## config.mk

```make
export PLATFORM = sky130hd
export DESIGN_NAME = sti_dac_gen_flat
export DESIGN_NICKNAME = d
export VERILOG_FILES = /design/src/rtl/sti_dac_gen_if.sv /design/src/rtl/sti_dac_gen.sv /design/src/flat_wrapper.sv
export SDC_FILE = /design/constraint.sdc
export NUM_CORES = 1
export LEC_CHECK = 0
export CORE_UTILIZATION = 50
export CTS_CLUSTER_DIAMETER = 60
export DETAILED_ROUTE_END_ITERATION = 16
export PLACE_DENSITY = 0.76
export RECOVER_POWER = 100
export SLEW_MARGIN = 0
export SYNTH_ARGS = -nofsm -noshare
export SYNTH_HDL_FRONTEND = slang
export SYNTH_SLANG_ARGS = --single-unit
```

## constraint.sdc

```tcl
create_clock -name clk -period 2.39 [get_ports clk]
set_clock_uncertainty 0.15 [all_clocks]
set_input_delay 0.5975 -clock clk [delete_from_list [all_inputs] [get_ports clk]]
set_output_delay 0.5975 -clock clk [all_outputs]
set_load 0.01 [all_outputs]
```

## src/rtl/sti_dac_gen_if.sv

```systemverilog
// Bundle of all frame-request, serial and pixel-memory signals of sti_dac_gen.
// master: frame source / pixel-memory side (testbench or parent block).
// slave : sti_dac_gen itself.
// Signals: load, pi_data, pi_length, pi_fill, pi_msb, pi_low, pi_end (requests),
//          pi_ready, so_data, so_valid, pixel_wr, pixel_addr, pixel_dataout,
//          pixel_finish, state_dbg (debug view of the FSM state), and
//          pixel_ovf only when STI_DAC_GEN_OVF_EN is defined.
// Handshake: a frame is accepted on a rising clock edge where load=1 and
// pi_ready=1; load is ignored whenever pi_ready=0. so_data is meaningful
// only while so_valid=1; pixel_addr/pixel_dataout only while pixel_wr=1.
interface sti_dac_gen_if #(
  parameter int DATA_W = 16,
  parameter int PIX_W  = 8,
  parameter int ADDR_W = 8
);
  logic              load;
  logic [DATA_W-1:0] pi_data;
  logic [1:0]        pi_length;
  logic              pi_fill;
  logic              pi_msb;
  logic              pi_low;
  logic              pi_end;
  logic              pi_ready;
  logic              so_data;
  logic              so_valid;
  logic              pixel_wr;
  logic [ADDR_W-1:0] pixel_addr;
  logic [PIX_W-1:0]  pixel_dataout;
  logic              pixel_finish;
  logic [1:0]        state_dbg;
`ifdef STI_DAC_GEN_OVF_EN
  logic              pixel_ovf;
`endif

  modport master (
    output load, pi_data, pi_length, pi_fill, pi_msb, pi_low, pi_end,
`ifdef STI_DAC_GEN_OVF_EN
    input  pixel_ovf,
`endif
    input  pi_ready, so_data, so_valid, pixel_wr, pixel_addr, pixel_dataout,
           pixel_finish, state_dbg
  );

  modport slave (
    input  load, pi_data, pi_length, pi_fill, pi_msb, pi_low, pi_end,
`ifdef STI_DAC_GEN_OVF_EN
    output pixel_ovf,
`endif
    output pi_ready, so_data, so_valid, pixel_wr, pixel_addr, pixel_dataout,
           pixel_finish, state_dbg
  );
endinterface

```

## src/rtl/sti_dac_gen.sv

```systemverilog
// sti_dac_gen: serial transmit interface plus pixel-memory writer.
// Accepts one parallel word per frame, expands it to DATA_W/2, DATA_W,
// 3*DATA_W/2 or 2*DATA_W bits, shifts it out one bit per cycle and packs
// every PIX_W serial bits (first bit in the pixel MSB) into a pixel write.
// A frame flagged pi_end is followed by zero-filling the rest of the pixel
// memory, after which pixel_finish stays high until reset.
// Ports: clk, reset (synchronous, active high), bus (sti_dac_gen_if.slave).
// Optional feature macro: STI_DAC_GEN_OVF_EN -- when defined, writes beyond
// DEPTH are suppressed and flagged on the sticky bus.pixel_ovf output; when
// undefined, the address wraps and later writes overwrite earlier pixels.
module sti_dac_gen #(
  parameter int DATA_W = 16,
  parameter int PIX_W  = 8,
  parameter int ADDR_W = 8
) (
  input  logic         clk,
  input  logic         reset,
  sti_dac_gen_if.slave bus
);
  localparam int FW  = 2 * DATA_W;          // widest frame
  localparam int IW  = $clog2(FW);          // frame bit index width
  localparam int CW  = IW + 1;              // frame length / bit counter width
  localparam int PCW = $clog2(PIX_W + 1);   // bits-in-pixel counter width
  localparam logic [ADDR_W:0]   WLAST = (ADDR_W + 1)'((2 ** ADDR_W) - 1);
  localparam logic [ADDR_W-1:0] ALAST = '1;

  typedef enum logic [1:0] {IDLE, SHIFT, ZFILL, DONE} state_t;

  state_t             state_q, state_d;
  logic [FW-1:0]      frame_q, frame_in;
  logic [CW-1:0]      len_q, len_in, bit_cnt_q;
  logic               msb_q, end_q;
  logic [PIX_W-2:0]   pix_acc_q;
  logic [PCW-1:0]     pix_cnt_q;
  logic [ADDR_W-1:0]  addr_q;
  logic [ADDR_W:0]    wcnt_q;

  logic [IW-1:0]      idx;
  logic               bit_now, last_bit, grp_end, full, full_after;
  logic               wr_req, wr_en;
  logic [PIX_W-1:0]   acc_next;

  // Frame expansion: the frame is kept right-aligned and its length in len.
  always_comb begin
    frame_in = '0;
    len_in   = '0;
    case (bus.pi_length)
      2'd0: begin
        frame_in[DATA_W/2-1:0] = bus.pi_low ? bus.pi_data[DATA_W-1:DATA_W/2]
                                            : bus.pi_data[DATA_W/2-1:0];
        len_in = CW'(DATA_W / 2);
      end
      2'd1: begin
        frame_in[DATA_W-1:0] = bus.pi_data;
        len_in = CW'(DATA_W);
      end
      2'd2: begin
        frame_in[3*DATA_W/2-1:0] = bus.pi_fill
          ? {bus.pi_data, {(DATA_W/2){1'b0}}}
          : {{(DATA_W/2){1'b0}}, bus.pi_data};
        len_in = CW'(3 * DATA_W / 2);
      end
      default: begin
        frame_in = bus.pi_fill ? {bus.pi_data, {DATA_W{1'b0}}}
                               : {{DATA_W{1'b0}}, bus.pi_data};
        len_in = CW'(FW);
      end
    endcase
  end

  assign idx      = msb_q ? IW'(len_q - CW'(1) - bit_cnt_q) : IW'(bit_cnt_q);
  assign bit_now  = frame_q[idx];
  assign last_bit = (bit_cnt_q == len_q - CW'(1));
  assign grp_end  = (pix_cnt_q == PCW'(PIX_W - 1));
  assign acc_next = {pix_acc_q, bit_now};
  assign full     = wcnt_q[ADDR_W];

  assign wr_req = ((state_q == SHIFT) && grp_end) || (state_q == ZFILL);
`ifdef STI_DAC_GEN_OVF_EN
  assign wr_en  = wr_req && !full;
`else
  assign wr_en  = wr_req;
`endif
  // Memory is full once the write landing this cycle is the DEPTH-th one.
  assign full_after = full || (wr_en && (wcnt_q == WLAST));

  always_comb begin
    state_d = state_q;
    case (state_q)
      IDLE:  if (bus.load) state_d = SHIFT;
      SHIFT: begin
        if (last_bit) begin
          if (!end_q)          state_d = IDLE;
          else if (full_after) state_d = DONE;
          else                 state_d = ZFILL;
        end
      end
      ZFILL: if (addr_q == ALAST) state_d = DONE;
      default: state_d = DONE;
    endcase
  end

  always_ff @(posedge clk) begin
    if (reset) begin
      state_q   <= IDLE;
      frame_q   <= '0;
      len_q     <= '0;
      bit_cnt_q <= '0;
      msb_q     <= 1'b0;
      end_q     <= 1'b0;
      pix_acc_q <= '0;
      pix_cnt_q <= '0;
      addr_q    <= '0;
      wcnt_q    <= '0;
    end else begin
      state_q <= state_d;
      if ((state_q == IDLE) && bus.load) begin
        frame_q   <= frame_in;
        len_q     <= len_in;
        msb_q     <= bus.pi_msb;
        end_q     <= bus.pi_end;
        bit_cnt_q <= '0;
        pix_cnt_q <= '0;
      end
      if (state_q == SHIFT) begin
        bit_cnt_q <= bit_cnt_q + CW'(1);
        pix_acc_q <= acc_next[PIX_W-2:0];
        pix_cnt_q <= grp_end ? '0 : pix_cnt_q + PCW'(1);
      end
      if (wr_en) begin
        addr_q <= addr_q + ADDR_W'(1);
        // Saturate at DEPTH: only the full condition matters beyond it.
        if (!full) wcnt_q <= wcnt_q + (ADDR_W + 1)'(1);
      end
    end
  end

`ifdef STI_DAC_GEN_OVF_EN
  logic ovf_q;
  always_ff @(posedge clk) begin
    if (reset)                ovf_q <= 1'b0;
    else if (wr_req && full)  ovf_q <= 1'b1;
  end
  assign bus.pixel_ovf = ovf_q;
`endif

  assign bus.pi_ready      = (state_q == IDLE);
  assign bus.so_valid      = (state_q == SHIFT);
  assign bus.so_data       = (state_q == SHIFT) && bit_now;
  assign bus.pixel_wr      = wr_en;
  assign bus.pixel_addr    = addr_q;
  assign bus.pixel_dataout = ((state_q == SHIFT) && wr_en) ? acc_next : '0;
  assign bus.pixel_finish  = (state_q == DONE);
  assign bus.state_dbg     = state_q;
endmodule
```

## src/flat_wrapper.sv

```systemverilog
// flat-port wrapper written by rule: the top's interface ports become plain ports
module sti_dac_gen_flat 
#(
  parameter int DATA_W = 16,
  parameter int PIX_W  = 8,
  parameter int ADDR_W = 8
)
  (clk, reset, bus_load, bus_pi_data, bus_pi_length, bus_pi_fill, bus_pi_msb, bus_pi_low, bus_pi_end, bus_pi_ready, bus_so_data, bus_so_valid, bus_pixel_wr, bus_pixel_addr, bus_pixel_dataout, bus_pixel_finish, bus_state_dbg);
  sti_dac_gen_if #(.DATA_W(DATA_W), .PIX_W(PIX_W), .ADDR_W(ADDR_W)) bus_i ();
  input  logic clk;
  input  logic reset;
  input wire logic [$bits(bus_i.load)-1:0] bus_load;
  input wire logic [$bits(bus_i.pi_data)-1:0] bus_pi_data;
  input wire logic [$bits(bus_i.pi_length)-1:0] bus_pi_length;
  input wire logic [$bits(bus_i.pi_fill)-1:0] bus_pi_fill;
  input wire logic [$bits(bus_i.pi_msb)-1:0] bus_pi_msb;
  input wire logic [$bits(bus_i.pi_low)-1:0] bus_pi_low;
  input wire logic [$bits(bus_i.pi_end)-1:0] bus_pi_end;
  output wire logic [$bits(bus_i.pi_ready)-1:0] bus_pi_ready;
  output wire logic [$bits(bus_i.so_data)-1:0] bus_so_data;
  output wire logic [$bits(bus_i.so_valid)-1:0] bus_so_valid;
  output wire logic [$bits(bus_i.pixel_wr)-1:0] bus_pixel_wr;
  output wire logic [$bits(bus_i.pixel_addr)-1:0] bus_pixel_addr;
  output wire logic [$bits(bus_i.pixel_dataout)-1:0] bus_pixel_dataout;
  output wire logic [$bits(bus_i.pixel_finish)-1:0] bus_pixel_finish;
  output wire logic [$bits(bus_i.state_dbg)-1:0] bus_state_dbg;
  assign bus_i.load = bus_load;
  assign bus_i.pi_data = bus_pi_data;
  assign bus_i.pi_length = bus_pi_length;
  assign bus_i.pi_fill = bus_pi_fill;
  assign bus_i.pi_msb = bus_pi_msb;
  assign bus_i.pi_low = bus_pi_low;
  assign bus_i.pi_end = bus_pi_end;
  assign bus_pi_ready = bus_i.pi_ready;
  assign bus_so_data = bus_i.so_data;
  assign bus_so_valid = bus_i.so_valid;
  assign bus_pixel_wr = bus_i.pixel_wr;
  assign bus_pixel_addr = bus_i.pixel_addr;
  assign bus_pixel_dataout = bus_i.pixel_dataout;
  assign bus_pixel_finish = bus_i.pixel_finish;
  assign bus_state_dbg = bus_i.state_dbg;
  sti_dac_gen #(.DATA_W(DATA_W), .PIX_W(PIX_W), .ADDR_W(ADDR_W)) u_core (.clk(clk), .reset(reset), .bus(bus_i));
endmodule
```

Word-level counts from Yosys, hierarchy flattened
Index checks and enable logic that the tools add are counted.
{"block": "word_totals", "ff_bits": 76, "latchBits": 0, "mem_bits_rw": 0, "romBits": 0, "word_cells": 69, "memories": 0}
{"block": "classes", "n_addsub": 6, "multipliers": 0, "n_div": 0, "n_lt_le_gt_ge": 1, "eq_ne": 12, "shift": 0, "muxes": 24, "bitwise_logic": 1, "reduce_logical": 14}
{"operator": "$pmux W8 S3", "count": 2}
{"operator": "$mux W32", "count": 1}
{"operator": "$mux W24", "count": 1}
{"operator": "$mux W8", "count": 3}
{"operator": "$pmux W6 S3", "count": 1}
{"operator": "$pmux W8 S2", "count": 1}
{"operator": "$mux W4", "count": 3}
{"operator": "$mux W6", "count": 2}
{"operator": "$add A9 B1 Y9 const B", "count": 1}
{"operator": "$eq A9 B8 Y1 const B", "count": 1}
{"operator": "$mux W9", "count": 1}
{"operator": "$add A8 B1 Y8 const B", "count": 1}
{"operator": "$eq A8 B8 Y1 const B", "count": 1}
{"operator": "$mux W2", "count": 4}
{"operator": "$add A6 B1 Y6 const B", "count": 1}
{"operator": "$eq A2 B2 Y1 const B", "count": 3}
{"operator": "$eq A6 B6 Y1", "count": 1}
{"operator": "$lt A5 B6 Y1 const B", "count": 1}
{"operator": "$pmux W2 S3", "count": 1}
{"operator": "$sub A6 B1 Y6 const B", "count": 1}
{"operator": "$bmux W1 S5", "count": 1}
{"operator": "$logic_and A1 B1 Y1", "count": 5}
{"operator": "$mux W5", "count": 1}
{"operator": "$sub A5 B5 Y5", "count": 1}
{"operator": "other kinds (14)", "count": 19}

Longest topological paths before layout
{"block": "logic_depth", "depth_word": 9, "mapped_depth": 9, "ltp_nobuf": 8}

Worst setup path before layout
No wires, ideal clock.
{"block": "synth_timing", "kind": "flip-flop to output port", "from": "register u_core.bit_cnt_q[3]", "to": "output port bus_pixel_dataout[0]", "arrival_ps": 2012, "required_ps": 1642, "setup_slack_ps": -369, "path_stages_with_launch": 9, "path_buffers": 0, "path_cell_list": "dfxtp_1 > inv_1 > ha_1 > or3_1 > nand3_1 > xor2_1 > a311oi_2 > nand3_2 > a21boi_0"}
{"block": "synth_between", "elab_chain_len": 5}
{"item": "from (decl)", "line_no": "sti_dac_gen.sv:31", "rtl": "logic [CW-1:0] len_q, len_in, bit_cnt_q;"}
{"item": "from (signal assigned)", "line_no": "sti_dac_gen.sv:126", "rtl": "bit_cnt_q <= bit_cnt_q + CW'(1);"}
{"item": "$sub A5 B5 Y5", "line_no": "sti_dac_gen.sv:71", "rtl": "assign idx = msb_q ? IW'(len_q - CW'(1) - bit_cnt_q) : IW'(bit_cnt_q);"}
{"item": "$mux W5 *", "line_no": "sti_dac_gen.sv:71"}
{"item": "$bmux W1 S5 *", "line_no": "sti_dac_gen.sv:72", "rtl": "assign bit_now = frame_q[idx];"}
{"item": "$mux W1 (implied by the code) *", "line_no": "sti_dac_gen.sv:72"}
{"item": "$mux W8 *", "line_no": "sti_dac_gen.sv:152", "rtl": "assign bus.pixel_dataout = ((state_q == SHIFT) && wr_en) ? acc_next : '0;"}
{"item": "to (decl)", "line_no": "flat_wrapper.sv:24", "rtl": "output wire logic [$bits(bus_i.pixel_dataout)-1:0] bus_pixel_dataout;"}
Mark *: on every way between the ends. The rest lies on a longest branch, timed or not. The select of a mux whose other input is x is not followed.

Worst setup path in the final report
{"block": "layout_timing", "from": "register u_core.msb_q", "to": "output port bus_so_data"}
{"block": "layout_between", "elab_chain_len": 4}
{"item": "from (decl)", "line_no": "sti_dac_gen.sv:32", "rtl": "logic msb_q, end_q;"}
{"item": "from (signal assigned)", "line_no": "sti_dac_gen.sv:120", "rtl": "msb_q <= bus.pi_msb;"}
{"item": "$mux W5", "line_no": "sti_dac_gen.sv:71"}
{"item": "$bmux W1 S5", "line_no": "sti_dac_gen.sv:72"}
{"item": "$mux W1 (implied by the code)", "line_no": "sti_dac_gen.sv:72"}
{"item": "$logic_and A1 B1 Y1", "line_no": "sti_dac_gen.sv:149", "rtl": "assign bus.so_data = (state_q == SHIFT) && bit_now;"}
{"item": "to (decl)", "line_no": "flat_wrapper.sv:20", "rtl": "output wire logic [$bits(bus_i.so_data)-1:0] bus_so_data;"}
Every way passes these cells. The select of a mux whose other input is x is not followed.

==> results.tsv <==
metric	value	unit
status	complete, but fails checks	
failing checks	negative setup slack	
compound-cell area share of the yosys netlist	18.1	%
fraction of the mapped netlist area in simple logic gates	23.8	%
Worst Max-Slew Pin Slew	841	ps
NetSw	0.000749	W
Synth Area in XOR/XNOR	4.22	%
top cells by area, synth	dfxtp_1 (37%), nor2_1 (7.1%), nand2_1 (4.2%)	
antenna violations before repair	0	
type of origin of the critical path	flop	
final global-route overflow total	0	
Syn. warnings	0	
Min-Delay Path Class	reg2reg	
Worst Path Required	1640	ps
CTS max path bufs	2	
Routed Antenna Nets	0	
row count	32	
ANT cells	0	
setup ws final	-571	ps
DRC viols	0	
P&R area growth vs syn	31.4	%
first-pass GRT wire length	16700	um
TritonCTS clock tree	built	
RSZ-0062 raised after global routing	true	
Max stage delay on crit path	500	ps
Seq pwr share	43.8	%
worst skew pair latency	350	ps
synthesized net count	502	
worst-path cell chain	buf_6 > buf_6 > mux4_2 > mux2i_1 > mux4_2 > nand2b_4 > a21oi_2 > buf_2	
CTS clk-pin slew, worst paths	80	ps
DIE WIDTH	90.8	um
Final Max Slew Viols	0	
clock power share	39.7	%
Routed WL per cell	15.4	um
commonest non-fill, non-tap cell in the layout	nor2_1	
nets	589	
post-synthesis mux area share	8.48	%
layout cells sized above 1	21.5	%
CP Buf/Inv Count	3	
syn avg cell area	8.44	um2
internal power	0.00219	W
area leader, netlist	dfxtp_1	
Crit-path slowest cell	mux4_2	
largest net degree at the start of global routing	42	
IO Count	48	
Peak VDD IR	0.272	mV
Die H	90.8	um
part of the cycle the worst path needs	124	%
Initial Util	51.3	%
H-tree depth	3	
Mapped Cells	467	
Sw Ratio	25.5	%
Area after DPL	4880	um2
post-synthesis adder-cell area fraction	3.18	%
CTS Hold Bufs	0	
Post-synth ARST share	0	%
part of the power in combinational logic	16.5	%
crit path DAT	2210	ps
fmax	338	MHz
P per Cell Area	568	nW/um2
DP Wirelength	7360	um
synth unique cells	56	
combinational family with the most area after synthesis	simple AND/OR/NAND/NOR gates	
number of global-route vias before repair	3537	
drt via density	5.67	
Max FO, Critical Path	7	
fin area	5180	um2
final setup vio count	8	
DRT iter0 DRCs	269	
# port buffers	47	
P_leak	2.09	nW
Synth Register Bits	73	
Max-Cap Viols	0	
Max-slew headroom	43.9	%
die area	8240	um2
routed vias	3751	
gpl congestion	0.933	
Detailed Routing Iterations Pass 1	6	
WS Path Type	reg2out	
cell family with most CP delay	multiplexers	
Placeable Area	7690	um2
Post-synth top flop	dfxtp_1	
Synth top area share	37.1	%
part of the Yosys area used for sequential elements	37.1	%
routed wire length	10200	um
CP endpoint kind	output port	
Non-Filler Instances	661	
commonest non-fill, non-tap cells in the layout	nor2_1 (74), dfxtp_1 (66), buf_4 (50)	
clk sinks	73	
fin crit period	2960	ps
total placed cells including tap cells	637	
EDFF count, synth	0	
Mapped Area	3940	um2
Final Hold Viols	0	
Root Buffer	clkbuf_8	
all-layer global routing usage	25.2	%
CTS Buf Count	9	
## flip-flops by register name, indices dropped and copies added, names as in the netlist
| name | flops |
|---|---|
| u_core.bit_cnt_q | 6 |
| u_core.bus.pixel_addr | 8 |
| u_core.bus.state_dbg | 2 |
| u_core.end_q | 1 |
| u_core.frame_q | 32 |
| u_core.len_q | 3 |
| u_core.msb_q | 1 |
| u_core.pix_acc_q | 7 |
| u_core.pix_cnt_q | 4 |
| u_core.wcnt_q | 9 |
## timing repair
action,4_1_cts,5_1_grt
endpoints found under the setup margin,11,14
resized for setup,37,21
hold endpoints to repair,0,0
pin swaps,5,4
buffers inserted,8,2
## area by class of cell
cell class | instances | area (um2)
fillers | 647 | 2510
multi-input cells | 352 | 2360
flip-flops and latches | 73 | 1480
repair buffers | 110 | 933
clock buffers | 10 | 128
well taps | 102 | 128
clock inverters | 6 | 116
inverters | 8 | 32.5
## metal layers
metal	wire length, um	GRT usage [%]	vias up
li1	-	-	1854
met1	4400	30.5	1742
met2	5040	44.3	125
met3	490	4.38	30
met4	259	9.92	0
met5	0	0	-
## worst reg2reg max path: stages, from the launching register on
cell and delay [ps]:
dfxtp_1 310, nand2b_1 160, clkbuf_2 250, inv_1 130, clkbuf_1 640, and3_1 280, and3_1 200, nand2_1 70
o22ai_1 170, nor2_1 60
## metrics by stage
step	utilization (%)	TNS (ps)	hold slack [ps]	setup WS (ps)	total power (W)
after floorplan	-	-159	282	-79.4	0.00158
after global placement	63.5	-4220	289	-602	0.00177
after detailed placement	63.5	-5030	300	-651	0.00178
after CTS	67.4	-1110	312	-558	0.00295
after global routing	67.4	-4640	341	-636	0.00307
final	67.4	-1540	314	-571	0.00294
## cell usage after synthesis (5+ instances only)
cell / n
a21oi_1: 28
a221oi_1: 15
a222oi_1: 7
a22o_1: 8
a22oi_1: 11
and2_1: 10
and3_1: 11
clkbuf_1: 21
dfxtp_1: 73
ha_1: 10
inv_1: 8
mux2i_1: 15
nand2_1: 44
nand2b_1: 5
nand3_1: 10
nand4_1: 6
nor2_1: 75
nor2b_1: 5
nor3_1: 17
o21ai_0: 8
xnor2_1: 6
xor2_1: 13
## power groups by stage
stage,Combinational [W],Clock (W),Sequential [W]
after floorplan,0.000277,0,0.00130
after global placement,0.000461,0,0.00131
after detailed placement,0.000471,0,0.00131
after CTS,0.000478,0.00119,0.00129
after global routing,0.000528,0.00125,0.00129
final,0.000486,0.00117,0.00129
## path summary, 6_finish.rpt
path	startpoint	end	slack, ps	cells after the start
min	u_core.pix_acc_q[6]	u_core.pix_acc_q[6]	310	2
min reg2reg	u_core.pix_acc_q[6]	u_core.pix_acc_q[6]	310	2
max	u_core.msb_q	bus_so_data	-570	8
max reg2reg	u_core.bus.state_dbg[1]	u_core.bus.state_dbg[0]	-170	9
## cells by family (layout without fill, tap and decap cells)
| kind of cell | count (synthesis) | count (layout) |
|---|---|---|
| compound gates | 99 | 99 |
| simple gates | 199 | 199 |
| mux | 25 | 25 |
| buf+inv | 42 | 134 |
| xor+xnor | 19 | 19 |
| fa+ha+maj | 10 | 10 |
| flops | 73 | 73 |
Power figures use the tool's default switching activity.
